==> src/rtl/rtype_control_unit_if.sv <==
// Handshake and datapath-control bundle between the R-type control unit and
// the instruction source / register-file+ALU datapath.
interface rtype_control_unit_if #(
    parameter int COUNT_WIDTH = 16
);
    logic                   instr_valid;
    logic [31:0]            instr;
    logic                   zero_flag;
    logic                   instr_ready;
    logic [4:0]             read_reg_num1;
    logic [4:0]             read_reg_num2;
    logic [4:0]             write_reg;
    logic [3:0]             alu_control;
    logic                   regwrite;
    logic                   zero_result;
    logic                   illegal_instr;
    logic [COUNT_WIDTH-1:0] retired_count;

    // Instruction source plus datapath side
    modport master (
        output instr_valid, instr, zero_flag,
        input  instr_ready, read_reg_num1, read_reg_num2, write_reg,
               alu_control, regwrite, zero_result, illegal_instr, retired_count
    );

    // Control unit side
    modport slave (
        input  instr_valid, instr, zero_flag,
        output instr_ready, read_reg_num1, read_reg_num2, write_reg,
               alu_control, regwrite, zero_result, illegal_instr, retired_count
    );
endinterface

==> src/rtl/rtype_control_unit.sv <==
// Multi-cycle control FSM for an R-type register-file/ALU datapath.
// Accepts one instruction per valid/ready handshake, decodes it, and issues a
// single write-back strobe; also tracks the ALU zero flag and retired count.
//
// state     | meaning
// ----------+-----------------------------------------------------------
// IDLE      | ready for a new instruction; last decoded fields held
// DECODE    | fields presented; illegal instructions flagged and dropped
// EXECUTE   | datapath computes; fields held stable
// WRITEBACK | regwrite strobe (unless rd==x0); zero flag and count updated
module rtype_control_unit #(
    parameter int         COUNT_WIDTH  = 16,
    parameter logic [6:0] RTYPE_OPCODE = 7'b0110011
) (
    input logic               clock,
    input logic               reset,
    rtype_control_unit_if.slave bus
);

    typedef enum logic [1:0] {
        S_IDLE,
        S_DECODE,
        S_EXECUTE,
        S_WRITEBACK
    } state_t;

    state_t                 r_state;
    state_t                 w_next_state;
    logic [31:0]            r_instr;
    logic                   r_zero_result;
    logic [COUNT_WIDTH-1:0] r_retired_count;

    logic                   w_legal;
    logic [3:0]             w_alu_control;
    logic                   w_handshake;
    logic                   w_instr_ready;
    logic                   w_regwrite;
    logic                   w_illegal_instr;

    logic [6:0]             w_opcode;
    logic [2:0]             w_funct3;
    logic [6:0]             w_funct7;
    logic [4:0]             w_rd;

    assign w_opcode = r_instr[6:0];
    assign w_funct3 = r_instr[14:12];
    assign w_funct7 = r_instr[31:25];
    assign w_rd     = r_instr[11:7];

    // Field decode of the held instruction; anything outside the table is illegal
    always_comb begin
        w_legal       = 1'b0;
        w_alu_control = 4'b0000;
        if (w_opcode == RTYPE_OPCODE) begin
            w_legal = 1'b1;
            case ({w_funct7, w_funct3})
                {7'b0000000, 3'b000}: w_alu_control = 4'b0010;
                {7'b0100000, 3'b000}: w_alu_control = 4'b0110;
                {7'b0000000, 3'b111}: w_alu_control = 4'b0000;
                {7'b0000000, 3'b110}: w_alu_control = 4'b0001;
                {7'b0000000, 3'b100}: w_alu_control = 4'b0011;
                {7'b0000000, 3'b001}: w_alu_control = 4'b0100;
                {7'b0000000, 3'b101}: w_alu_control = 4'b0101;
                {7'b0100000, 3'b101}: w_alu_control = 4'b0111;
                {7'b0000000, 3'b010}: w_alu_control = 4'b1000;
                {7'b0000000, 3'b011}: w_alu_control = 4'b1001;
                default: begin
                    w_legal       = 1'b0;
                    w_alu_control = 4'b0000;
                end
            endcase
        end
    end

    assign w_handshake = bus.instr_valid && w_instr_ready;

    // State register
    always_ff @(posedge clock or posedge reset) begin
        if (reset) begin
            r_state <= S_IDLE;
        end else begin
            r_state <= w_next_state;
        end
    end

    // Next-state and per-state strobes
    always_comb begin
        w_next_state    = r_state;
        w_instr_ready   = 1'b0;
        w_regwrite      = 1'b0;
        w_illegal_instr = 1'b0;
        case (r_state)
            S_IDLE: begin
                w_instr_ready = 1'b1;
                if (bus.instr_valid) begin
                    w_next_state = S_DECODE;
                end
            end
            S_DECODE: begin
                if (w_legal) begin
                    w_next_state = S_EXECUTE;
                end else begin
                    w_illegal_instr = 1'b1;
                    w_next_state    = S_IDLE;
                end
            end
            S_EXECUTE: begin
                w_next_state = S_WRITEBACK;
            end
            S_WRITEBACK: begin
                w_regwrite   = (w_rd != 5'd0);
                w_next_state = S_IDLE;
            end
            default: begin
                w_next_state = S_IDLE;
            end
        endcase
    end

    // Instruction register; its fields drive the datapath until the next accept
    always_ff @(posedge clock or posedge reset) begin
        if (reset) begin
            r_instr <= 32'd0;
        end else if (w_handshake) begin
            r_instr <= bus.instr;
        end
    end

    // Retirement bookkeeping at the end of write-back (x0 writes still retire)
    always_ff @(posedge clock or posedge reset) begin
        if (reset) begin
            r_zero_result   <= 1'b0;
            r_retired_count <= '0;
        end else if (r_state == S_WRITEBACK) begin
            r_zero_result   <= bus.zero_flag;
            r_retired_count <= r_retired_count + COUNT_WIDTH'(1);
        end
    end

    assign bus.instr_ready   = w_instr_ready;
    assign bus.read_reg_num1 = r_instr[19:15];
    assign bus.read_reg_num2 = r_instr[24:20];
    assign bus.write_reg     = w_rd;
    assign bus.alu_control   = w_alu_control;
    assign bus.regwrite      = w_regwrite;
    assign bus.zero_result   = r_zero_result;
    assign bus.illegal_instr = w_illegal_instr;
    assign bus.retired_count = r_retired_count;

endmodule

==> src/flat_wrapper.sv <==
// flat-port wrapper written by rule: the top's interface ports become plain ports
module rtype_control_unit_flat 
#(
    parameter int         COUNT_WIDTH  = 16,
    parameter logic [6:0] RTYPE_OPCODE = 7'b0110011
)
  (clock, reset, bus_instr_valid, bus_instr, bus_zero_flag, bus_instr_ready, bus_read_reg_num1, bus_read_reg_num2, bus_write_reg, bus_alu_control, bus_regwrite, bus_zero_result, bus_illegal_instr, bus_retired_count);
  rtype_control_unit_if #(.COUNT_WIDTH(COUNT_WIDTH)) bus_i ();
  input logic clock;
  input logic reset;
  input wire logic [$bits(bus_i.instr_valid)-1:0] bus_instr_valid;
  input wire logic [$bits(bus_i.instr)-1:0] bus_instr;
  input wire logic [$bits(bus_i.zero_flag)-1:0] bus_zero_flag;
  output wire logic [$bits(bus_i.instr_ready)-1:0] bus_instr_ready;
  output wire logic [$bits(bus_i.read_reg_num1)-1:0] bus_read_reg_num1;
  output wire logic [$bits(bus_i.read_reg_num2)-1:0] bus_read_reg_num2;
  output wire logic [$bits(bus_i.write_reg)-1:0] bus_write_reg;
  output wire logic [$bits(bus_i.alu_control)-1:0] bus_alu_control;
  output wire logic [$bits(bus_i.regwrite)-1:0] bus_regwrite;
  output wire logic [$bits(bus_i.zero_result)-1:0] bus_zero_result;
  output wire logic [$bits(bus_i.illegal_instr)-1:0] bus_illegal_instr;
  output wire logic [$bits(bus_i.retired_count)-1:0] bus_retired_count;
  assign bus_i.instr_valid = bus_instr_valid;
  assign bus_i.instr = bus_instr;
  assign bus_i.zero_flag = bus_zero_flag;
  assign bus_instr_ready = bus_i.instr_ready;
  assign bus_read_reg_num1 = bus_i.read_reg_num1;
  assign bus_read_reg_num2 = bus_i.read_reg_num2;
  assign bus_write_reg = bus_i.write_reg;
  assign bus_alu_control = bus_i.alu_control;
  assign bus_regwrite = bus_i.regwrite;
  assign bus_zero_result = bus_i.zero_result;
  assign bus_illegal_instr = bus_i.illegal_instr;
  assign bus_retired_count = bus_i.retired_count;
  rtype_control_unit #(.COUNT_WIDTH(COUNT_WIDTH), .RTYPE_OPCODE(RTYPE_OPCODE)) u_core (.clock(clock), .reset(reset), .bus(bus_i));
endmodule
==> config.mk <==
export PLATFORM = sky130hd
export DESIGN_NAME = rtype_control_unit_flat
export DESIGN_NICKNAME = d
export VERILOG_FILES = /design/src/rtl/rtype_control_unit_if.sv /design/src/rtl/rtype_control_unit.sv /design/src/flat_wrapper.sv
export SDC_FILE = /design/constraint.sdc
export NUM_CORES = 1
export LEC_CHECK = 0
export CAP_MARGIN = 40
export CORE_MARGIN = 4
export CORE_UTILIZATION = 35
export CTS_CLUSTER_DIAMETER = 80
export DETAILED_ROUTE_END_ITERATION = 6
export GPL_ROUTABILITY_DRIVEN = 0
export PLACE_DENSITY = 0.65
export SLEW_MARGIN = 40
export SYNTH_ARGS = -nofsm -noshare
export SYNTH_HDL_FRONTEND = slang
export SYNTH_SLANG_ARGS = --single-unit
==> constraint.sdc <==
create_clock -name clock -period 1.7 [get_ports clock]
set_clock_uncertainty 0.05 [all_clocks]
set_input_delay 0.425 -clock clock [delete_from_list [all_inputs] [get_ports clock]]
set_output_delay 0.425 -clock clock [all_outputs]
set_load 0.02 [all_outputs]
After elaboration in Yosys (flattened, before gate mapping)
Index checks and enable logic that the tools add are counted.
{ "word_totals": {"ff_bits": 51, "inputBits": 36, "out_inout_bits": 39, "elab_cells": 35} }
{ "op_classes": {"add_sub_neg": 1, "eq_ne": 14, "n_mux": 11, "reduce_logical": 5} }
{ "op_table": {"columns": ["cell", "n"], "rows": [
  ["$eq A10 B3 Y1 const B", 4],
  ["$pmux W4 S9", 1],
  ["$eq A10 B2 Y1 const B", 2],
  ["$eq A10 B9 Y1 const B", 2],
  ["$add A16 B1 Y16 const B", 1],
  ["$eq A10 B1 Y1 const B", 1],
  ["$logic_not A10 Y1", 1],
  ["$reduce_or A10 Y1", 1],
  ["$pmux W2 S4", 1],
  ["$eq A7 B6 Y1 const B", 1],
  ["$mux W1", 6],
  ["$reduce_bool A5 Y1", 1],
  ["$eq A2 B2 Y1 const B", 2],
  ["$mux W2", 2],
  ["$mux W4", 1],
  ["$eq A2 B1 Y1 const B", 1],
  ["$logic_not A2 Y1", 1],
  ["$ne A2 B2 Y1 const B", 1],
  ["$logic_and A1 B1 Y1", 1]
]} }

Depth between registers and ports, before layout
Gate-level depths: netlist of run 1.
{ "logic_depth": {"word_depth": 6, "mapped_depth": 5} }

Worst setup path after synthesis of run 1
OpenSTA, ideal clock, no wires.
{ "synth_timing": {"kind": "register to output", "start": "reg u_core.r_instr[6]", "end": "out bus_alu_control[1]", "t_arrival_ns": 1.366, "required_time_ns": 1.225, "setup_slack_ns": -0.141, "path_stages_with_launch": 4, "cell_sequence": "dfrtp_1 -> nor4_1 -> nand4b_1 -> nor3_1"} }
{ "synth_between": {"elab_chain_cells": 2} }
{ "synth_rtl": {"columns": ["item", "line", "source"], "rows": [
  ["from (decl)", "rtype_control_unit.sv:29", "logic [31:0] r_instr;"],
  ["from (signal assigned)", "rtype_control_unit.sv:125", "r_instr <= bus.instr;"],
  ["$eq A7 B6 Y1", "rtype_control_unit.sv:54", "if (w_opcode == RTYPE_OPCODE) begin"],
  ["$mux W4", "rtype_control_unit.sv:54", null],
  ["to (decl)", "flat_wrapper.sv:18", "output wire logic [$bits(bus_i.alu_control)-1:0] bus_alu_control;"]
]} }
No other way between the ends.

Worst setup path in the final report of run 1
Ends and elaborated chain as after synthesis.

==> impl_results.rst, run 1 <==
.. list-table::
   :header-rows: 1

   * - Metric
     - Value
   * - Net switching component of the power
     - between 700 and 800 uW
   * - Fin crit share
     - 129%
   * - Startpoint type of the worst setup path
     - flop
   * - Fraction of power consumed by the clock network
     - 26.5%
   * - Number of nets in the final layout
     - 302
   * - Floorplan core area
     - roughly 0.0068 mm2
   * - Clock-pin slew on the worst setup and hold paths
     - between 0.1 and 0.15 ns
   * - LEAKAGE
     - between 1.5 and 2 nW
   * - Count of input and output buffers
     - 74
   * - Number of optimization iterations in the first detailed-route pass
     - 4
   * - Worst-Margin Slew
     - 0.298 ns
   * - Avg Synthesized Cell Area
     - 13.8 um2
   * - Worst skew pair latency
     - 0.31 ns
   * - Number of nets in the synthesized netlist
     - about 210
   * - Failing checks
     - negative setup slack
   * - Cells after Synth
     - about 180
   * - Result of the run
     - finished with violations
   * - Total count of max-transition violations in the final report
     - 0
   * - Total track usage
     - 12.2%
   * - Max Freq
     - between 400 and 500 MHz
   * - Number of antenna diodes
     - 0
   * - Cell Chain, Critical Path
     - nor4_2, nand4b_1, buf_6, nor3_4, buf_6
   * - Number of antenna violations at the first check in global routing
     - 0
   * - Sequential-to-total area share from yosys stat
     - ~52%
   * - Worst path arrival time
     - roughly 1.7 ns
   * - Worst-path maximum fanout
     - 4
   * - Relative slew slack
     - 80.0%
   * - Worst endpoint required time
     - ~1.2 ns
   * - Root cell of the clock tree
     - clkbuf_8
   * - Pin count of the biggest net entering global routing
     - 52
   * - Routed wire per std cell
     - about 14 um
   * - RSZ-0062 raised after global routing
     - true
   * - Hold crit path type
     - reg -> reg
   * - Number of synthesized flops with an enable pin
     - 0
   * - IR drop worst, VDD
     - between 0.3 and 0.4 mV
   * - Post-synthesis cell area
     - ~0.0024 mm2
   * - Library cell appearing most often on the critical path
     - buf_6
   * - Clock period minus final worst setup slack
     - 2.20 ns
   * - Number of CTS-inserted buffers
     - 5
   * - Number of synthesized register bits
     - between 50 and 60
   * - Part of the power in combinational logic
     - about a quarter
   * - Async set-or-reset flop fraction in the synthesized netlist
     - between 90% and 100%
   * - Number of violations reported at the end of detailed-routing iteration 0
     - 36
   * - Top area cells in the synthesized netlist
     - dfrtp_1 (52%), mux2_4 (18%), xnor2_1 (5.4%)
   * - H-tree depth reported by CTS
     - 2
   * - Effective utilization at floorplan
     - 35.9%
   * - Die span in y
     - 91.5 um
   * - Fraction of power consumed by sequential logic
     - between 40% and 50%
   * - Number of sinks driven by the clock tree
     - 51
   * - Fraction of synthesized cell area taken by the top area cell type
     - about 52%
   * - Cell types with the highest counts after synthesis
     - dfrtp_1 (51), mux2_4 (30), buf_4 (15), xnor2_1 (15), nand2_1 (9)
   * - Final instance count without filler cells
     - between 300 and 400
   * - CTS tree
     - built
   * - Final setup vio count
     - 5
   * - Die area
     - roughly 0.0084 mm2
   * - Area growth, synth to finish
     - 42.2%
   * - Element type at the critical path end
     - output port
   * - Residual antenna-violating net count after detailed routing
     - 0
   * - Post-DP HPWL
     - 3510 um
   * - Count leader, synth
     - dfrtp_1
   * - Clock Path Buffers
     - 2
   * - Final wirelength
     - around 5000 um
   * - Hold buffer count at CTS
     - 0
   * - Ports placed on the boundary
     - between 70 and 80
   * - Number of global-route vias before repair
     - about 1600
   * - Largest stage delay on the critical path
     - 0.41 ns
   * - PD cells
     - a little over 800 mW/mm2
   * - Via density per instance
     - about 4.4
   * - Global-route wire length before repair
     - about 8100 um
   * - Die Wd
     - just over 90 um
   * - Synth warnings
     - 0
   * - Via count
     - about 1600
   * - TNS Setup
     - -2.29 ns
   * - Final setup slack of the worst path
     - -0.500 ns
   * - Max capacitance violation total
     - 0
   * - Standard-cell row count
     - 30
   * - Worst setup path class
     - reg -> out
   * - Remaining global-route overflow
     - 0
   * - Cell type with the highest aggregate area in the netlist
     - dfrtp_1
   * - Slowest cell on the critical path
     - dfrtp_1
   * - Post-synth cell types
     - 33
   * - Share of cells above drive strength 1
     - between 30% and 40%
   * - Proportion of total power due to net switching
     - a little over a quarter
   * - Hold violation total from the final report
     - 0
   * - Cell Count Post-Placement
     - between 300 and 400
   * - Power Internal
     - 2.08 mW
   * - Most used DFF post-synth
     - dfrtp_1
   * - # DRC
     - 0
per-layer routing:
| layer | global-route usage (%) | share of wire, % | vias to the layer above |
|---|---|---|---|
| li1 | - | - | 763 |
| met1 | 16.4 | 46 | 786 |
| met2 | 18.6 | 48 | 45 |
| met3 | 3.89 | 5.2 | 4 |
| met4 | 3.77 | 0.96 | 0 |
| met5 | 0 | 0 | - |
final timing paths:
check	cells after the start	slack (ns)	from	end
worst max-delay path	5	-0.50	u_core.r_instr[6]$_DFFE_PP0P_	bus_alu_control[1]
worst min-delay path	1	0.43	u_core.bus.retired_count[15]$_DFFE_PP0P_	u_core.bus.retired_count[15]$_DFFE_PP0P_
worst max register to register	5	0.19	u_core.bus.retired_count[0]$_DFFE_PP0P_	u_core.bus.retired_count[8]$_DFFE_PP0P_
worst min register to register	1	0.43	u_core.bus.retired_count[15]$_DFFE_PP0P_	u_core.bus.retired_count[15]$_DFFE_PP0P_
max in group asynchronous	3	0.86	reset	u_core.r_state[0]$_DFFE_PP0P_
min in group asynchronous	3	0.47	reset	u_core.bus.retired_count[13]$_DFFE_PP0P_
metrics by stage:
stage | hold WS (ns) | cell area, um2 | utilization [%] | power, mW | setup slack (ns)
2_1_floorplan | 0.423 | 2440 | - | 1.87 | -0.141
3_3_place_gp | 0.411 | 3340 | 49.2 | 2.12 | -0.622
3_5_place_dp | 0.437 | 3340 | 49.2 | 2.13 | -0.643
4_1_cts | 0.450 | 3430 | 50.5 | 2.87 | -0.506
5_1_grt | 0.465 | 3470 | 51.0 | 3.00 | -0.635
6_report | 0.435 | 3470 | 51.0 | 2.84 | -0.500
power by group through the flow:
| stage | Clock, mW | Sequential, mW | Combinational [mW] |
|---|---|---|---|
| finish | 0.754 | 1.41 | 0.681 |
| global route | 0.841 | 1.42 | 0.731 |
| CTS | 0.786 | 1.40 | 0.685 |
| detailed placement | 0 | 1.42 | 0.707 |
| global placement | 0 | 1.41 | 0.707 |
| floorplan | 0 | 1.41 | 0.462 |
cells by family (layout without fill, tap and decap cells):
| group | count (synthesis) | after routing | share of synthesized area [%] |
|---|---|---|---|
| and+or+nand+nor | 46 | 46 | 10.9 |
| adders and majority gates | 1 | 1 | 0.513 |
| DFF | 51 | 51 | 52.4 |
| muxes | 35 | 35 | 20.8 |
| xor gates and xnor gates | 18 | 18 | 6.47 |
| buffers and inverters | 22 | 111 | 8.06 |
| AOI/OAI and AO/OA | 4 | 4 | 0.873 |
flip-flops by register name, indices dropped and copies added, names as in the netlist, named ones only:
register                  flops
u_core.r_instr               32
u_core.bus.retired_count     16
u_core.r_state                1
u_core.bus.zero_result        1
critical path: cells and delay by family, from the launching register on:
kind / cells / cell delay [ns]
buffers and inverters: 2 / 0.32
and+or+nand+nor: 3 / 0.67
DFF: 1 / 0.41
area by class of cell:
class,count,area [um2]
Fill cell,634,3330
Inverter,2,11.3
Tap cell,96,120
Multi-Input combinational cell,104,1010
Sequential cell,51,1280
Clock buffer,6,82.6
Timing Repair Buffer,101,948
Clock inverter,2,16.3
cell usage in the layout, fill, tap and decap left out, types with 2 or more instances in the layout:
cell type        synthesis  routed
dfrtp_1                 51      50
clkdlybuf4s50_1          0      35
dlygate4sd2_1            0      32
mux2_4                  30      30
buf_4                   15      25
xnor2_1                 15      15
nand2_1                  9       9
nand3_1                  7       7
clkbuf_8                 0       6
nor2_1                   6       5
mux2_2                   5       5
buf_12                   3       4
nand4_1                  3       3
xor2_1                   3       3
nor2_2                   2       3
nor3_2                   0       3
and4_1                   3       3
buf_6                    1       3
nor3_4                   1       2
a21oi_1                  2       2
clkinvlp_4               0       2
repair_timing:
action,CTS,global route
cloned,0,0
setup endpoints to repair,39,6
buffers inserted,2,1
gates resized for setup,74,5
endpoints found under the hold margin,0,0
pin swaps,5,2
Power figures use the tool's default switching activity.
==> inputs of run 2 (changes only) <==
--- a/config.mk
+++ b/config.mk
@@ -12,6 +12,7 @@
 export DETAILED_ROUTE_END_ITERATION = 6
 export GPL_ROUTABILITY_DRIVEN = 0
 export PLACE_DENSITY = 0.65
+export SETUP_SLACK_MARGIN = 0.05
 export SLEW_MARGIN = 40
 export SYNTH_ARGS = -nofsm -noshare
 export SYNTH_HDL_FRONTEND = slang
==> impl_results.rst, run 2 (synthesis gave the netlist of run 1 again) <==
.. list-table::
   :header-rows: 1

   * - Metric
     - Value
   * - RSZ-0062 raised after global routing
     - true
   * - Startpoint type of the worst setup path
     - flop
   * - Part of the power in combinational logic
     - 23.8% (-0.2 points)
   * - Hold violation total from the final report
     - 0 (unchanged)
   * - Hold buffer count at CTS
     - 0 (unchanged)
   * - Max capacitance violation total
     - 0 (unchanged)
   * - Commonest non-fill, non-tap cell in the layout
     - dfrtp_1
   * - Relative slew slack
     - 72.0% (-8.0 points)
   * - Result of the run
     - finished with violations
   * - Area growth, synth to finish
     - 47.5%
   * - Worst-Margin Slew
     - 0.416 ns (+0.118 ns)
   * - Number of antenna violations at the first check in global routing
     - 0 (unchanged)
   * - Via density per instance
     - 4.45 (+0.74%)
   * - Filler cell count in the final layout
     - 593 (-6.5%)
   * - Number of CTS-inserted buffers
     - 5 (unchanged)
   * - # DRC
     - 0 (unchanged)
   * - Final wirelength
     - 5020 um (+0.54%)
   * - Count of input and output buffers
     - 74 (unchanged)
   * - Post-layout utilization of the core
     - 52.9% (+1.9 points)
   * - Net switching component of the power
     - 745 uW (-2.0%)
   * - Total track usage
     - 11.7% (-0.45 points)
   * - Number of violations reported at the end of detailed-routing iteration 0
     - 33 (-8.3%)
   * - Post-Place Setup Slack
     - -0.605 ns (+0.0377 ns)
   * - Final instance count without filler cells
     - 367 (+1.4%)
   * - Total power of the final layout
     - 2.99 mW (+5.3%)
   * - Number of sinks driven by the clock tree
     - 51 (unchanged)
   * - Clock Path Buffers
     - 2 (unchanged)
   * - H-tree depth reported by CTS
     - 2 (unchanged)
   * - Hold crit path type
     - reg -> reg
   * - Flip-flop count of the largest register after layout
     - 32 (unchanged)
   * - Number of antenna diodes
     - 0 (unchanged)
   * - Register with the most flip-flops
     - u_core.r_instr
   * - CTS tree
     - built
   * - Die area
     - 0.00836 mm2 (unchanged)
   * - PD cells
     - 832 mW/mm2 (+1.5%)
   * - Standard-cell row count
     - 30 (unchanged)
   * - Root cell of the clock tree
     - clkbuf_8
   * - Remaining global-route overflow
     - 0 (unchanged)
   * - Global-route wire length before repair
     - 7820 um (-3.4%)
   * - Share of cells above drive strength 1
     - 36.9% (+2.3 points)
   * - Routed wire per std cell
     - 13.7 um (-0.83%)
   * - Clock period minus final worst setup slack
     - 2.21 ns (+0.00991 ns)
   * - Proportion of total power due to net switching
     - 24.9% (-1.9 points)
   * - Worst reg2reg path depth
     - 6 (+1)
   * - Die span in y
     - 91.5 um (unchanged)
   * - Number of nets in the final layout
     - 307 (+1.7%)
   * - Number of optimization iterations in the first detailed-route pass
     - 4 (unchanged)
   * - LEAKAGE
     - 1.73 nW (+4.5%)
   * - Final setup vio count
     - 5 (unchanged)
   * - Area occupied by multi-input gates
     - 0.00104 mm2 (+3.2%)
   * - Post-DP HPWL
     - 3520 um (+0.18%)
   * - Pin count of the biggest net entering global routing
     - 52 (unchanged)
   * - Worst path arrival time
     - 1.73 ns (about the same)
   * - Max Freq
     - 453 MHz (-0.45%)
   * - Worst endpoint required time
     - 1.22 ns (about the same)
   * - Failing checks
     - negative setup slack
   * - Residual antenna-violating net count after detailed routing
     - 0 (unchanged)
   * - Worst setup path class
     - reg -> out
   * - Via count
     - 1632 (+2.1%)
   * - Area taken by flip-flops and latches
     - 0.00128 mm2 (about the same)
   * - Clock-pin slew on the worst setup and hold paths
     - 0.09 ns (-0.02 ns)
   * - Cell Count Post-Placement
     - 352 (+0.28%)
   * - Fraction of power consumed by the clock network
     - 29.1% (+2.6 points)
   * - Worst-path maximum fanout
     - 6 (+2)
   * - Floorplan core area
     - 0.00679 mm2 (unchanged)
   * - Die Wd
     - 91.5 um (unchanged)
   * - Power Internal
     - 2.25 mW (+8.0%)
   * - Worst skew pair latency
     - 0.30 ns (about the same)
   * - Fraction of power consumed by sequential logic
     - 47.1% (-2.4 points)
   * - Most frequent cells in the layout
     - dfrtp_1 (51), clkdlybuf4s50_1 (35), mux2_4 (32)
   * - Element type at the critical path end
     - output port
   * - Total count of max-transition violations in the final report
     - 0 (unchanged)
   * - Hold path cells
     - 1 (unchanged)
   * - Number of global-route vias before repair
     - 1587 (-2.9%)
   * - IR drop worst, VDD
     - 0.376 mV (+1.6%)
   * - Ports placed on the boundary
     - 75 (unchanged)
   * - Effective utilization at floorplan
     - 35.9% (unchanged)
   * - Fin crit share
     - 130% (+0.58 points)
   * - TNS Setup
     - -2.22 ns (+0.0697 ns)
   * - Final setup slack of the worst path
     - -0.510 ns (-0.00991 ns)
-- run 2: changes by cell type in the layout (fill, tap and decap cells not counted), moves of 2 or more --
cell / delta
buf_6: +6
clkbuf_16: +2
clkdlybuf4s15_1: +3
dlygate4sd2_1: -4
mux2_2: -2
mux2_4: +2
nor2_2: -2
nor2_4: +3
-- run 2: layout make-up --
class,instances,share of cell area (%)
clock buffer,6,2.30
clock inverter,2,0.975
inverter,2,0.313
multi-input combinational,104,29.0
sequential,51,35.5
tap,96,3.34
timing repair buffer,106,28.6
-- run 2: stage by stage --
step | area, um2 | hold slack (ns)
4_1_cts | 3470 | 0.429
5_1_grt | 3590 | 0.456
3_5_place_dp | 3350 | 0.416
3_3_place_gp | 3350 | 0.415
6_report | 3590 | 0.419
2_1_floorplan | 2450 | 0.423
-- run 2: repair_timing --
action                                  4_1_cts  5_1_grt
cloned                                        0        2
endpoints found under the setup margin       41       13
endpoints found under the hold margin         0        0
buffers inserted                              2        3
gates resized for setup                      77       17
pin swaps                                     4        8
-- run 2: worst paths after layout --
path,start,end,slack [ns]
worst max-delay path,u_core.r_instr[2]$_DFFE_PP0P_,bus_illegal_instr,-0.51
worst min-delay path,u_core.bus.retired_count[15]$_DFFE_PP0P_,u_core.bus.retired_count[15]$_DFFE_PP0P_,0.42
worst max register to register,u_core.r_state[0]$_DFFE_PP0P_,u_core.r_instr[1]$_DFFE_PP0P_,0.06
worst min register to register,u_core.bus.retired_count[15]$_DFFE_PP0P_,u_core.bus.retired_count[15]$_DFFE_PP0P_,0.42
max in group asynchronous,reset,u_core.bus.zero_result$_DFFE_PP0P_,0.88
min in group asynchronous,reset,u_core.bus.retired_count[15]$_DFFE_PP0P_,0.48
-- run 2: worst max-delay path: stages (launching register included) --
cell,delay (ns)
dfrtp_1,0.40
nor4bb_2,0.32
nand4b_1,0.15
buf_6,0.16
nand2b_4,0.13
and3_4,0.15
buf_6,0.12
-- run 2: metal layers --
layer	global-route usage [%]	wire (um)
met5	0	0
met1	15.6	2260
met2	17.1	2240
met4	4.27	79
met3	4.89	440
-- run 2: power groups by stage --
| stage | Combinational [mW] | Sequential [mW] | Clock, mW |
|---|---|---|---|
| floorplan | 0.465 | 1.41 | 0 |
| global placement | 0.702 | 1.42 | 0 |
| detailed placement | 0.708 | 1.43 | 0 |
| CTS | 0.683 | 1.41 | 0.906 |
| global route | 0.762 | 1.43 | 0.944 |
| finish | 0.712 | 1.41 | 0.870 |
